==> config.mk <==
export PLATFORM = sky130hd
export DESIGN_NAME = ncl_pipe_adder
export DESIGN_NICKNAME = d
export VERILOG_FILES = /design/src/rtl/ncl_pkg.sv /design/src/rtl/ncl_add_stage.sv /design/src/rtl/ncl_pipe_adder.sv
export SDC_FILE = /design/constraint.sdc
export NUM_CORES = 1
export LEC_CHECK = 0
export CAP_MARGIN = 20
export CORE_UTILIZATION = 29
export DETAILED_ROUTE_END_ITERATION = 7
export PLACE_DENSITY = 0.51
export REMOVE_ABC_BUFFERS = 1
export SETUP_SLACK_MARGIN = 0.5
export SYNTH_ARGS = -nofsm -noshare
export SYNTH_HDL_FRONTEND = slang
export SYNTH_SLANG_ARGS = --single-unit
==> constraint.sdc <==
create_clock -name clk -period 4.3 [get_ports clk]
set_input_delay 0.43 -clock clk [delete_from_list [all_inputs] [get_ports clk]]
set_output_delay 0.43 -clock clk [all_outputs]
set_load 0.02 [all_outputs]
==> src/rtl/ncl_pkg.sv <==
// Shared dual-rail (NCL) encoding constants, phase type and bit-level helpers
// for the pipelined NCL adder.
package ncl_pkg;

  localparam logic [1:0] DR_NULL = 2'b00;
  localparam logic [1:0] DR_0    = 2'b01;
  localparam logic [1:0] DR_1    = 2'b10;
  localparam logic [1:0] DR_ILL  = 2'b11;

  typedef enum logic {PH_NULL, PH_DATA} phase_t;

  function automatic logic dr_is_data(input logic [1:0] x);
    return (x == DR_0) || (x == DR_1);
  endfunction

  function automatic logic dr_is_null(input logic [1:0] x);
    return x == DR_NULL;
  endfunction

  // Two cascaded half adders in minterm form; returns {carry[1:0], sum[1:0]}.
  // All-NULL inputs yield all-NULL outputs, so NULL wavefronts pass through.
  function automatic logic [3:0] dr_full_add(input logic [1:0] a, input logic [1:0] b,
                                             input logic [1:0] c);
    logic h_1, h_0, k1_1, k1_0, s_1, s_0, k2_1, k2_0;
    h_1  = (a[1] & b[0]) | (a[0] & b[1]);
    h_0  = (a[0] & b[0]) | (a[1] & b[1]);
    k1_1 = a[1] & b[1];
    k1_0 = (a[0] & b[0]) | (a[0] & b[1]) | (a[1] & b[0]);
    s_1  = (h_1 & c[0]) | (h_0 & c[1]);
    s_0  = (h_0 & c[0]) | (h_1 & c[1]);
    k2_1 = h_1 & c[1];
    k2_0 = (h_0 & c[0]) | (h_0 & c[1]) | (h_1 & c[0]);
    return {k1_1 | k2_1, k1_0 & k2_0, s_1, s_0};
  endfunction

endpackage

==> src/rtl/ncl_add_stage.sv <==
// One NCL pipeline stage: adds a BPS-bit slice, registers the wavefront and
// drives ko. Bus layout (dual-rail bits): {carry, b_remaining, x}, where x holds
// finished sum bits below the slice and untouched A bits above it.
module ncl_add_stage
  import ncl_pkg::*;
#(
  parameter int WIDTH = 8,
  parameter int BPS   = 2,
  parameter int REM   = 8
) (
  input  logic                             clk,
  input  logic                             rst_n,
  input  logic [2*(WIDTH+REM+1)-1:0]       din,
  input  logic                             req,
  output logic                             ko,
  output logic [2*(WIDTH+REM-BPS+1)-1:0]   dout
);

  localparam int DONE    = WIDTH - REM;
  localparam int ROUT    = REM - BPS;
  localparam int IN_BITS = WIDTH + REM + 1;

  logic [2*WIDTH-1:0]  x_in, x_out;
  logic [2*REM-1:0]    b_in;
  logic [1:0]          c_in, c_out, carry;
  logic [3:0]          fa;
  logic                in_data, in_null;
  logic [$bits(dout)-1:0] nxt;
  phase_t              ph;

  assign x_in = din[2*WIDTH-1:0];
  assign b_in = din[2*WIDTH +: 2*REM];
  assign c_in = din[2*(WIDTH+REM) +: 2];

  // NOTE: every output of a combinational block gets a default first, so no
  // path through the block can leave it unassigned and infer a latch.
  always_comb begin
    in_data = 1'b1;
    in_null = 1'b1;
    for (int i = 0; i < IN_BITS; i++) begin
      in_data = in_data & dr_is_data(din[2*i +: 2]);
      in_null = in_null & dr_is_null(din[2*i +: 2]);
    end
  end

  always_comb begin
    x_out = x_in;
    carry = c_in;
    fa    = '0;
    for (int i = 0; i < BPS; i++) begin
      fa                       = dr_full_add(x_in[2*(DONE+i) +: 2], b_in[2*i +: 2], carry);
      x_out[2*(DONE+i) +: 2]   = fa[1:0];
      carry                    = fa[3:2];
    end
    c_out = carry;
  end

  if (ROUT > 0) begin : g_fwd_b
    assign nxt = {c_out, b_in[2*REM-1:2*BPS], x_out};
  end else begin : g_last
    assign nxt = {c_out, x_out};
  end

  // NOTE: state uses non-blocking assignments so all stages update from
  // pre-edge values; the data register is reset too because NULL content
  // must read as all-zero rails straight out of reset.
  always_ff @(posedge clk or negedge rst_n) begin
    if (!rst_n) begin
      ph   <= PH_NULL;
      dout <= '0;
    end else if (ph == PH_NULL && req && in_data) begin
      ph   <= PH_DATA;
      dout <= nxt;
    end else if (ph == PH_DATA && !req && in_null) begin
      ph   <= PH_NULL;
      dout <= '0;
    end
  end

  assign ko = (ph == PH_NULL);

endmodule

==> src/rtl/ncl_pipe_adder.sv <==
// Pipelined dual-rail NCL adder: STAGES clocked wavefront registers, each adding
// WIDTH/STAGES bits, plus a sticky illegal-code flag and a completed-word counter.
module ncl_pipe_adder
  import ncl_pkg::*;
#(
  parameter int WIDTH  = 8,
  parameter int STAGES = 4,
  parameter int CNT_W  = 16
) (
  input  logic               clk,
  input  logic               rst_n,
  input  logic [2*WIDTH-1:0] a,
  input  logic [2*WIDTH-1:0] b,
  input  logic [1:0]         cin,
  output logic               in_ko,
  output logic [2*WIDTH-1:0] sum,
  output logic [1:0]         cout,
  input  logic               out_ki,
  output logic               err,
  output logic [CNT_W-1:0]   word_count
);

  // WIDTH must be a multiple of STAGES.
  localparam int BPS = WIDTH / STAGES;

  // ko[k] is stage k's acknowledge; ko[STAGES] is the sink's request.
  logic [STAGES:0] ko;
  logic            in_ill, up_null, wc_inc;

  assign ko[STAGES] = out_ki;
  assign in_ko      = ko[0];

  for (genvar k = 0; k < STAGES; k++) begin : g_st
    localparam int REM = WIDTH - k * BPS;
    logic [2*(WIDTH+REM+1)-1:0]     din;
    logic [2*(WIDTH+REM-BPS+1)-1:0] dout;

    if (k == 0) begin : g_first
      assign din = {cin, b, a};
    end else begin : g_next
      assign din = g_st[k-1].dout;
    end

    ncl_add_stage #(
      .WIDTH (WIDTH),
      .BPS   (BPS),
      .REM   (REM)
    ) u_stage (
      .clk   (clk),
      .rst_n (rst_n),
      .din   (din),
      .req   (ko[k+1]),
      .ko    (ko[k]),
      .dout  (dout)
    );
  end

  assign sum  = g_st[STAGES-1].dout[2*WIDTH-1:0];
  assign cout = g_st[STAGES-1].dout[2*WIDTH +: 2];

  always_comb begin
    in_ill = (cin == DR_ILL);
    for (int i = 0; i < WIDTH; i++)
      in_ill = in_ill | (a[2*i +: 2] == DR_ILL) | (b[2*i +: 2] == DR_ILL);
  end

  // A NULL register holds all-zero rails, so "upstream is complete-NULL" is
  // just the previous stage's ko; a single-stage pipe looks at the inputs.
  if (STAGES == 1) begin : g_up_in
    logic all_null;
    always_comb begin
      all_null = dr_is_null(cin);
      for (int i = 0; i < WIDTH; i++)
        all_null = all_null & dr_is_null(a[2*i +: 2]) & dr_is_null(b[2*i +: 2]);
    end
    assign up_null = all_null;
  end else begin : g_up_reg
    assign up_null = ko[STAGES-2];
  end

  assign wc_inc = !ko[STAGES-1] && !out_ki && up_null;

  always_ff @(posedge clk or negedge rst_n) begin
    if (!rst_n) begin
      err        <= 1'b0;
      word_count <= '0;
    end else begin
      if (in_ill) err <= 1'b1;
      if (wc_inc) word_count <= word_count + CNT_W'(1);
    end
  end

endmodule

Yosys cells after proc, flatten, opt, wreduce, memory -nomap -nowiden
Index checks and enable logic that the tools add are counted.
{"block": "word_totals", "out_inout_bits": 36, "input_bits": 37, "register_bits": 117, "mem_bits_rw": 0, "rom_bits": 0, "latchBits": 0, "mem_count": 0}
{"block": "op_classes", "n_shift": 0, "n_mux": 16, "eq_ne": 129, "bitwise_logic": 268, "n_addsub": 1, "n_lt_le_gt_ge": 0, "mul": 0, "div_mod_pow": 0, "reduce_logical": 134}
{"operator": "AND 1 bit", "count": 176}
{"operator": "equality test 2 bit, second input constant", "count": 73}
{"operator": "equality test 2 x 1 -> 1 bit, second input constant", "count": 56}
{"operator": "logical NOT 2 bit", "count": 56}
{"operator": "bitwise OR 1 bit", "count": 88}
{"operator": "2-to-1 mux 30 bit", "count": 2}
{"operator": "logical OR 1 bit", "count": 56}
{"operator": "2-to-1 mux 26 bit", "count": 2}
{"operator": "2-to-1 mux 22 bit", "count": 2}
{"operator": "2-to-1 mux 18 bit", "count": 2}
{"operator": "logical AND 1 bit", "count": 17}
{"operator": "adder 16 x 1 -> 16 bit, second input constant", "count": 1}
{"operator": "2-to-1 mux 1 bit", "count": 8}
{"operator": "nonzero test 2 bit", "count": 4}
{"operator": "inverter 1 bit", "count": 4}
{"operator": "logical NOT 1 bit", "count": 1}

Depth between registers and ports, before layout
Gate-level depths: netlist of run 1.
{"block": "logic_depth", "word_depth": 20, "ltp_mapped": 10, "depth_no_buf": 7}

Cells and area by module
A second synthesis of run 1 with hierarchy kept.
{"block": "unflattened", "cells_unflattened": 629, "hier_area_um2": 6561.3}
{"module": "ncl_add_stage at g_st[0].u_stage", "cells_each": 165, "area_per_inst_um2": 1696.6, "n_inst": 1, "seq_area_each_um2": 775.7}
{"module": "ncl_add_stage at g_st[1].u_stage", "cells_each": 151, "area_per_inst_um2": 1508.9, "n_inst": 1, "seq_area_each_um2": 675.6}
{"module": "ncl_add_stage at g_st[2].u_stage", "cells_each": 126, "area_per_inst_um2": 1361.3, "n_inst": 1, "seq_area_each_um2": 575.6}
{"module": "ncl_add_stage at g_st[3].u_stage", "cells_each": 117, "area_per_inst_um2": 1147.4, "n_inst": 1, "seq_area_each_um2": 475.5}
{"module": "ncl_pipe_adder", "cells_each": 70, "area_per_inst_um2": 847.1, "n_inst": 1, "seq_area_each_um2": 425.4}

Worst setup path after synthesis of run 1
OpenSTA, ideal clock, no wires.
{"block": "synth_timing", "path_type": "flip-flop to flip-flop", "start": "register g_st[1].u_stage.dout[10]", "end": "register g_st[2].u_stage.dout[11]", "arrival_time_ns": 1.979, "required_time_ns": 4.182, "n_path_buf": 2, "slack_ns": 2.203, "path_stages_with_launch": 10, "cell_sequence": "dfrtp_1 > inv_1 > ha_1 > nand4b_1 > or4_1 > buf_2 > and2_4 > buf_6 > o2bb2ai_1 > a21o_1"}
{"block": "synth_between", "elab_chain_cells": 12, "word_cells_on_any_way": 31, "cone_classes": "eq/ne (2); mux (1); bitwise (23); reduce/logical (5)"}
{"element": "start: declaration", "line_no": "ncl_add_stage.sv:16", "text": "output logic [2*(WIDTH+REM-BPS+1)-1:0] dout"}
{"element": "start signal: assignment", "line_no": "ncl_add_stage.sv:73", "text": "dout <= nxt;"}
{"element": "equality test 2 x 1 -> 1 bit or equality test 2 bit (tied branches)", "line_no": "ncl_pkg.sv:13", "text": "return (x == DR_0) || (x == DR_1);"}
{"element": "logical OR 1 bit", "line_no": "ncl_pkg.sv:13"}
{"element": "AND 1 bit (8 in series)", "line_no": "ncl_add_stage.sv:41", "text": "in_data = in_data & dr_is_data(din[2*i +: 2]);"}
{"element": "logical AND 1 bit", "line_no": "ncl_add_stage.sv:71", "text": "end else if (ph == PH_NULL && req && in_data) begin"}
{"element": "2-to-1 mux 22 bit or nonzero test 2 bit (tied branches)"}
{"element": "end signal: assignment", "line_no": "ncl_add_stage.sv:73"}
{"element": "end: declaration", "line_no": "ncl_add_stage.sv:16"}
Parallel ways exist; a longest one is shown, timed or not.
A chain may end at the register's enable or synchronous reset.

Final worst setup path of run 1
Ends and elaborated chain as after synthesis.

==> results.json, run 1 <==
{
  "power_frac_comb_pct": 7.9,
  "reg2reg_slack_ns": 1.63,
  "drive_gt1_share_pct": 5.442,
  "ys_ff_latch": 117,
  "post-cts-setup-buffers": 0,
  "slew_headroom_pct": 30.73,
  "finalSetupTns_ns": 0,
  "syn_inst": 646,
  "wl_um": 15760,
  "initial_core_util_pct": 29.69,
  "drtIter0Drc": 223,
  "yosysSeqAreaShare_pct": 45.05,
  "vdd_drop_max_v": 0.0002152,
  "rsz0062_at_grt": "false",
  "cp-start-kind": "register",
  "cts_resized": 0,
  "ios": 73,
  "cts_tree": "done",
  "port_buffers": 72,
  "grt_max_degree": 61,
  "cp_cell_sequence": "inv_1, ha_1, nand4b_1, or4_1, and2_4, o2bb2ai_1, a21o_1",
  "vias": 5102,
  "fmax_mhz": 374.1,
  "hold_violations": 0,
  "core_area_um2": 21890,
  "setup_viol": 0,
  "switching_power_uw": 626.5,
  "crit_path_end_kind": "register",
  "fp-row-count": 54,
  "die_w_um": 151.7,
  "grtUsageTotal_pct": 14.77,
  "finalNetCount": 833,
  "num_antenna_cells": 0,
  "grt_pass1_wl_um": 25960,
  "yosys_warnings": 0,
  "slowest_delay_ns": 0.84,
  "finClkSkew_ns": 0.01179,
  "yosysTopAreaCell": "dfrtp_1",
  "grt_overflow": 0,
  "post-route-period-util_pct": 62.16,
  "wl_per_cell_um": 15.52,
  "power.density_nw_per_um2": 333.4,
  "insertion_delay_ns": 0.42,
  "crit_start": "g_st[1].u_stage.dout[10]",
  "r2r_start": "g_st[1].u_stage.dout[10]",
  "synthToLayoutAreaGrowth_pct": 24.47,
  "yosys-top-cells-area": "dfrtp_1, ha_1, a22o_1",
  "drv_cap": 0,
  "detail-route-antenna-nets": 0,
  "worst_pin_slew_ns": 1.039,
  "drc": 0,
  "leakagePower_uw": 0.003584,
  "grt_pass1_vias": 5051,
  "sw_frac_of_total_pct": 23.23,
  "syn_avg_cell_area_um2": 10.06,
  "dr.pass1.iters": 7,
  "synth_top_area_share_pct": 45.05,
  "drt-vias-per-instance": 5.027,
  "critical_path_class": "register to register",
  "power_frac_seq_pct": 42.5,
  "p_int_uw": 2070,
  "worstPathRequired_ns": 4.60,
  "htree_levels": 4,
  "cts-root-buf": "clkbuf_16",
  "power_uw": 2697,
  "reg2reg_depth": 7,
  "syn_area_um2": 6499,
  "antenna_found_initial": 0,
  "die_h_um": 151.7,
  "clockPowerShare_pct": 49.6,
  "fin_crit_ns": 2.673,
  "slowest_stage": "or4_1",
  "ys_types": 42,
  "cp.arrival_ns": 2.97,
  "worstPathMaxFanout": 25,
  "place_hpwl_um": 12090,
  "status": "completed",
  "die_area_um2": 23010,
  "clk_pin_slew_ns": 0.05,
  "numCtsBuffers": 17,
  "clk_path_buf_depth": 2,
  "slew_viol_final": 0,
  "cts.sinks": 117,
  "hp-class": "input port to async pin",
  "r2r_end": "g_st[2].u_stage.dout[11]",
  "hold_buffers": 0,
  "place.gp.congestion": 0.8624
}
## power by group through the flow
| stage | combinational [uW] | sequential [uW] | clock, uW |
|---|---|---|---|
| after floorplan | 63.6 | 1180 | 0 |
| after global placement | 208 | 1160 | 0 |
| after detailed placement | 217 | 1160 | 0 |
| after CTS | 218 | 1140 | 1370 |
| after global routing | 236 | 1150 | 1420 |
| final | 214 | 1140 | 1340 |
## stage by stage
step                setup WS, ns  instance area (um^2)  cells  hold slack, ns  util, %
floorplan                 0.8909                  6411    626          0.1344        -
global placement           1.615                  7516    982          0.4620    34.33
detailed placement         1.512                  7516    982          0.4657    34.33
CTS                        1.631                  8082   1014          0.1104    36.92
global route               1.458                  8089   1015          0.1424    36.95
finish                     1.627                  8089   1015         0.09602    36.95
## Yosys cell counts (all sizes together)
library cell,number
o32a,1
a2111oi,1
o2bb2ai,9
a21o,7
a21oi,13
nand4,23
nor2,14
mux2,1
dfrtp,117
xnor2,12
buf,6
xor2,3
inv,114
o21bai,1
nand3b,1
a31oi,1
nor2b,1
o22ai,12
and3,10
and2,2
a211o,1
nor4,7
a221o,1
and4,2
nand2,36
nand3,22
a32oi,3
clkbuf,14
o32ai,1
ha,74
a221oi,4
or4,4
o21ai,38
o211ai,2
a22o,68
a22oi,13
nor3b,1
nand4b,6
## placed cells by master (no fill, tap or decap), types with 6 or more instances in the layout
cell type          n
o22ai_1           12
o21ai_0           38
buf_4              6
nor4_1             6
a22o_1            68
a21o_1             7
a21oi_1           13
clkbuf_16         17
inv_1            114
and3_1            10
ha_1              74
xnor2_1           12
nand4b_1           6
a22oi_1           13
nand3_1           22
dfrtp_1          117
nor2_1            14
o2bb2ai_1          9
nand2_1           36
clkdlybuf4s50_1   71
nand4_1           23
## flip-flops by register name, summed over array words and instances, names as in the netlist
register and count:
err 1, g_st.u_stage.dout 96, word_count 16, g_st.u_stage.ph 4
## critical path, delay by kind of cell, from the launching register on
kind	cells	cell delay [ns]
fa+ha+maj	1	0.30
flops	1	0.48
buf+inv	1	0.14
simple gates	3	1.31
compound gates	2	0.32
## layer usage
metal	track usage (%)	wire length [um]
met1	20.52	7981
met2	22.43	7108
met3	2.874	443
met4	5.891	223
met5	0	0
## final cells by class
class	count	area [um^2]
flip-flops and latches	117	2928
multi-input cells	395	3062
fillers	2190	13800
well taps	280	350.3
clock inverters	8	73.82
repair buffers	77	755.7
clock buffers	24	491.7
inverters	114	427.9
## how the worst max path moves through the flow
stage,endpoint,slack (ns),cells after the start
after floorplan,g_st[3].u_stage.dout[12],0.89,6
final,g_st[2].u_stage.dout[11],1.63,7
after global routing,g_st[2].u_stage.dout[10],1.46,7
after CTS,g_st[2].u_stage.dout[10],1.63,7
after global placement,g_st[0].u_stage.dout[6],1.62,7
after detailed placement,g_st[0].u_stage.dout[18],1.51,8
## kinds of logic after synthesis
family          synth area share (%)
compound gates                 19.97
buf+inv                        7.932
simple gates                   10.61
flops                          45.05
fa+ha+maj                      14.25
xor+xnor                       2.022
mux                           0.1733
Power figures use the tool's default switching activity.
==> inputs of run 2 (changes only) <==
==> constraint.sdc (replaced) <==
create_clock -name clk -period 2.6 [get_ports clk]
set_input_delay 0.26 -clock clk [delete_from_list [all_inputs] [get_ports clk]]
set_output_delay 0.26 -clock clk [all_outputs]
set_load 0.02 [all_outputs]
==> run 2 against run 1 <==
Worst setup slack got worse by 1.1 ns; combinational power rose by 66%; flip-flop and latch count did not move; count of clock-buffer cells in the layout fell by 5; clock skew fell by 0.0032 ns; maximum frequency rose by 30%; global-route usage rose by 0.61 points; sequential share of layout area fell by 1.9 points; clock power rose by 79%; non-clock buffer count rose by 34; final area rose by 5.8%; critical endpoint is now g_st[2].u_stage.dout[20].
==> results.json, run 2 (synthesis gave the netlist of run 1 again) <==
{
  "port_buffers": 72,
  "slew_headroom_pct": 53.10,
  "finalNetCount": 868,
  "worstPathRequired_ns": 2.94,
  "crit_start": "g_st[1].u_stage.dout[15]",
  "cts.sinks": 117,
  "hold_violations": 0,
  "post-route-period-util_pct": 79.02,
  "place_hpwl_um": 12280,
  "clk_path_buf_depth": 2,
  "fmax_mhz": 486.7,
  "grt_pass1_wl_um": 26970,
  "rsz0062_at_grt": "false",
  "cts-root-buf": "clkbuf_16",
  "grtUsageTotal_pct": 15.38,
  "drt-vias-per-instance": 5.049,
  "layout.cells.non_filler": 1050,
  "die_w_um": 151.7,
  "insertion_delay_ns": 0.42,
  "power.density_nw_per_um2": 543.8,
  "fin_crit_ns": 2.055,
  "critical_path_class": "register to register",
  "fp-row-count": 54,
  "drive_gt1_share_pct": 12.99,
  "power_uw": 4654,
  "initial_core_util_pct": 29.69,
  "ios": 73,
  "largest-register": "g_st.u_stage.dout",
  "grt_overflow": 0,
  "use_met3_pct": 3.293,
  "finClkSkew_ns": 0.008615,
  "status": "completed",
  "synthToLayoutAreaGrowth_pct": 31.69,
  "drc": 0,
  "largest_register_ffs": 96,
  "wl_um": 16650,
  "crit_path_end_kind": "register",
  "antenna_found_initial": 0,
  "num_antenna_cells": 0,
  "worstPathMaxFanout": 6,
  "grtUsageMet1_pct": 20.24,
  "vdd_drop_max_v": 0.0003368,
  "numCtsBuffers": 17,
  "hp-class": "input port to async pin",
  "slowest_stage": "or4_4",
  "busiest_layer": "met2",
  "slew_viol_final": 0,
  "final_common_cell": "inv_1",
  "setup_viol": 0,
  "cp_cell_sequence": "inv_1, ha_1, nand4_1, or4_4, buf_8, a211o_1, o21ai_0",
  "vias": 5301,
  "core_area_um2": 21890,
  "slowest_delay_ns": 0.54,
  "drv_cap": 0,
  "worst-path-buf-inv": 2,
  "reg_top3": "g_st.u_stage.dout x96, word_count x16, g_st.u_stage.ph x4",
  "cp.arrival_ns": 2.39,
  "leakagePower_uw": 0.003810,
  "die_h_um": 151.7,
  "r2r_start": "g_st[1].u_stage.dout[15]",
  "met2_usage_pct": 24.25,
  "wl_per_cell_um": 15.86,
  "htree_levels": 4,
  "crit_family": "simple AND/OR/NAND/NOR gates",
  "dp_cells": 989,
  "clk_pin_slew_ns": 0.05,
  "detail-route-antenna-nets": 0,
  "dr.pass1.iters": 5,
  "place.gp.congestion": 0.8795,
  "cp-start-kind": "register",
  "die_area_um2": 23010,
  "worst_pin_slew_ns": 0.7027,
  "grt_max_degree": 77,
  "cts_tree": "done",
  "grt_pass1_vias": 5266,
  "drtIter0Drc": 322,
  "final_cell_mix": "inv_1, dfrtp_1, ha_1, clkdlybuf4s50_1, a22o_1"
}
[run 2: metrics by stage]
stage / setup slack, ns / util (%) / setup TNS (ns) / hold slack [ns] / instance area, um^2
after CTS: 0.3701 / 37.92 / 0 / 0.3966 / 8300
after floorplan: -0.8091 / - / -13.77 / -0.03559 / 6411
after detailed placement: 0.2699 / 34.63 / 0 / 0.2942 / 7581
after global routing: 0.4899 / 39.09 / 0 / 0.4202 / 8558
final: 0.5454 / 39.09 / 0 / 0.3787 / 8558
after global placement: 0.3358 / 34.63 / 0 / 0.2847 / 7581
[run 2: path summary, 6_finish.rpt]
path,to,slack (ns),cells past startpoint
min reg2reg,word_count[15],0.47,1
max reg2reg,g_st[2].u_stage.dout[20],0.55,7
max in group asynchronous,g_st[0].u_stage.dout[18],1.41,3
min in group clk,word_count[15],0.47,1
min,g_st[3].u_stage.dout[15],0.38,2
max,g_st[2].u_stage.dout[20],0.55,7
[run 2: cell type report]
class                           instances  area, um^2
Tap cell                              280       350.3
Clock inverter                         13       156.4
Timing Repair Buffer                  111        1050
Multi-Input combinational cell        396        3184
Sequential cell                       117        2937
Clock buffer                           19       452.9
Inverter                              114       427.9
Fill cell                            2166       13330
[run 2: report_power, final]
group / internal, uW / switching, uW / total, uW
combinational: 165 / 190 / 355
sequential: 1850 / 43.6 / 1900
clock: 1550 / 855 / 2400
[run 2: worst register-to-register path, delay by kind of cell (launching register included)]
| kind | cells | cell delay [ns] |
|---|---|---|
| adders and majority gates | 1 | 0.31 |
| AOI/OAI and AO/OA | 2 | 0.39 |
| DFF | 1 | 0.36 |
| and+or+nand+nor | 2 | 0.69 |
| buffers and inverters | 2 | 0.22 |
[run 2: timing repair]
item,CTS,global route
setup buffers,12,15
cloned,0,1
resized for setup,5,27
pin swaps,2,8
hold buffers,1,0
endpoints found under the hold margin,41,0
endpoints found under the setup margin,39,28
[run 2: metal layers]
metal / wire (um) / up-vias
met1: 7965 / 2573
met5: 0 / -
met2: 7660 / 146
li1: - / 2548
met4: 463 / 0
met3: 559 / 34
==> inputs of run 3 (changes only) <==
--- a/config.mk
+++ b/config.mk
@@ -8,7 +8,7 @@
 export CAP_MARGIN = 20
 export CORE_UTILIZATION = 29
 export DETAILED_ROUTE_END_ITERATION = 7
-export PLACE_DENSITY = 0.51
+export PLACE_DENSITY = 0.52
 export REMOVE_ABC_BUFFERS = 1
 export SETUP_SLACK_MARGIN = 0.5
 export SYNTH_ARGS = -nofsm -noshare
==> constraint.sdc (replaced) <==
create_clock -name clk -period 1.7 [get_ports clk]
set_input_delay 0.17 -clock clk [delete_from_list [all_inputs] [get_ports clk]]
set_output_delay 0.17 -clock clk [all_outputs]
set_load 0.02 [all_outputs]
==> run 3 against run 2 <==
The flow now finishes with violations (negative setup slack); sequential share of layout area decreased by 8.1 points; wire length is 14% higher; final area increased by 31%; sequential power grew 52%; die area did not move; register-to-register slack got worse by 0.83 ns; combinational power increased by 120%; clock power is 65% higher; count of clock-buffer cells in the layout rose by 4; via count rose by 13%.
==> results.json, run 3 (synthesis gave the netlist of run 1 again) <==
{
  "num_antenna_cells": 0,
  "grt_max_degree": 33,
  "antenna_found_initial": 0,
  "post-route-period-util_pct": 117.0,
  "clk_pin_slew_ns": 0.06,
  "leakagePower_uw": 0.005503,
  "slew_headroom_pct": 74.40,
  "power.density_nw_per_um2": 682.4,
  "rsz0062_at_grt": "true",
  "setup_viol": 69,
  "largest_register_ffs": 96,
  "hold_start": "b[6]",
  "numCtsBuffers": 17,
  "finalNetCount": 1091,
  "worstPathMaxFanout": 7,
  "placed_cell_area_um2": 8990,
  "hold_violations": 0,
  "core_area_um2": 21890,
  "vdd_drop_max_v": 0.0005789,
  "cts-root-buf": "clkbuf_16",
  "layout.cells.non_filler": 1273,
  "hold_path_depth": 3,
  "clk_path_buf_depth": 2,
  "insertion_delay_ns": 0.42,
  "port_buffers": 72,
  "crit_path_end_kind": "register",
  "final_area_um2": 11170,
  "fin_crit_ns": 1.988,
  "busiest_layer": "met2",
  "cp-start-kind": "register",
  "cts.sinks": 117,
  "drtIter0Drc": 231,
  "ios": 73,
  "grt_pass1_wl_um": 29970,
  "initial_core_util_pct": 29.69,
  "final_common_cell": "buf_4",
  "power_uw": 7623,
  "dp_cells": 1170,
  "reg2reg_slack_ns": -0.29,
  "htree_levels": 4,
  "reg_top3": "g_st.u_stage.dout x96, word_count x16, g_st.u_stage.ph x4",
  "met2_usage_pct": 28.34,
  "wl_per_cell_um": 14.95,
  "violations": "negative setup slack",
  "grtUsageMet1_pct": 21.72,
  "grt_overflow": 0,
  "reg2reg_depth": 7,
  "r2r_end": "g_st[2].u_stage.dout[11]",
  "r2r_start": "g_st[1].u_stage.dout[0]",
  "slowest_delay_ns": 0.54,
  "drc": 0,
  "final_cell_mix": "buf_4, dfrtp_1, inv_1, a22o_1, ha_1",
  "worstPathRequired_ns": 2.00,
  "fp-row-count": 54,
  "slew_viol_final": 0,
  "largest-register": "g_st.u_stage.dout",
  "worst_pin_slew_ns": 0.3808,
  "drt-vias-per-instance": 4.724,
  "vias": 6014,
  "finClkSkew_ns": 0.007480,
  "min_to": "g_st[0].u_stage.dout[18]",
  "synthToLayoutAreaGrowth_pct": 71.89,
  "finalSetupTns_ns": -8.241,
  "slowest_stage": "or4_4",
  "hp-class": "input port to register",
  "grtUsageTotal_pct": 17.01,
  "cts_tree": "done",
  "grt_pass1_vias": 6019,
  "critical_path_class": "register to register",
  "fmax_mhz": 502.9,
  "dr.pass1.iters": 4,
  "drive_gt1_share_pct": 48.04,
  "die_h_um": 151.7,
  "die_area_um2": 23010,
  "cp_cell_sequence": "inv_2, ha_4, nand4_1, or4_4, and2_4, o2bb2ai_4, a21o_1",
  "status": "complete, but fails checks",
  "wl_um": 19030,
  "place.gp.congestion": 0.8246,
  "detail-route-antenna-nets": 0,
  "die_w_um": 151.7,
  "drv_cap": 0,
  "use_met3_pct": 3.054,
  "final_critical_path_setup_slack_ns": -0.2884,
  "place_hpwl_um": 13270,
  "cp.arrival_ns": 2.29
}
[run 3: changes by cell type in the layout (fill, tap and decap cells not counted), sizes merged, moves of 4 or more]
cell / delta
clkbuf: +7
clkdlybuf4s50: -69
dlygate4sd2: +21
dlymetal6s2s: +8
buf: +259
clkinvlp: -4
[run 3: layout make-up]
type,count,area (um^2)
Clock buffer,23,478.0
Timing Repair Buffer,335,2982
Sequential cell,117,2929
Inverter,114,427.9
Tap cell,280,350.3
Clock inverter,9,172.7
Multi-Input combinational cell,395,3831
Fill cell,1948,10720
[run 3: metal layers]
layer	vias to the layer above	share of wire [%]
met5	-	0
met4	0	2.0
met3	29	3.3
met2	129	49
met1	2857	46
li1	2999	-
[run 3: timing repair]
item	CTS	global route
resized for setup	320	125
endpoints found under the setup margin	153	125
pin swaps	94	55
setup buffers	36	24
endpoints found under the hold margin	27	0
hold buffers	1	0
cloned	9	1
[run 3: worst max-delay path, delay by kind of cell, from the launching register on]
kind / cells / cell delay [ns]
flip-flops: 1 / 0.36
buffers and inverters: 1 / 0.06
adder cells (fa/ha/maj): 1 / 0.26
AND/OR/NAND/NOR: 3 / 0.89
AO/OA/AOI/OAI: 2 / 0.29
[run 3: power breakdown]
part           total, uW  switching (uW)  internal, uW  leakage [uW]
sequential          2890            55.4          2830       0.00162
clock               3960            1250          2710      0.000317
combinational        778             367           411       0.00356
[run 3: how the worst max path moves through the flow]
| stage | from | endpoint | slack, ns | cells after the start |
|---|---|---|---|---|
| after floorplan | g_st[2].u_stage.dout[18] | g_st[3].u_stage.dout[12] | -1.71 | 6 |
| after global placement | a[8] | err | -0.42 | 7 |
| after detailed placement | a[9] | g_st[0].u_stage.dout[18] | -0.44 | 9 |
| after CTS | g_st[1].u_stage.dout[25] | g_st[2].u_stage.dout[10] | -0.27 | 7 |
| after global routing | g_st[1].u_stage.dout[6] | g_st[2].u_stage.dout[10] | -0.36 | 7 |
| final | g_st[1].u_stage.dout[0] | g_st[2].u_stage.dout[11] | -0.29 | 7 |
[run 3: through the flow]
step | util (%) | hold WS (ns) | worst slack, ns
after detailed placement | 41.07 | 0.1147 | -0.4443
after CTS | 47.59 | 0.2060 | -0.2749
after global routing | 51.03 | 0.1580 | -0.3641
final | 51.03 | 0.1395 | -0.2884
after global placement | 41.07 | 0.1125 | -0.4210
after floorplan | - | -0.1256 | -1.709
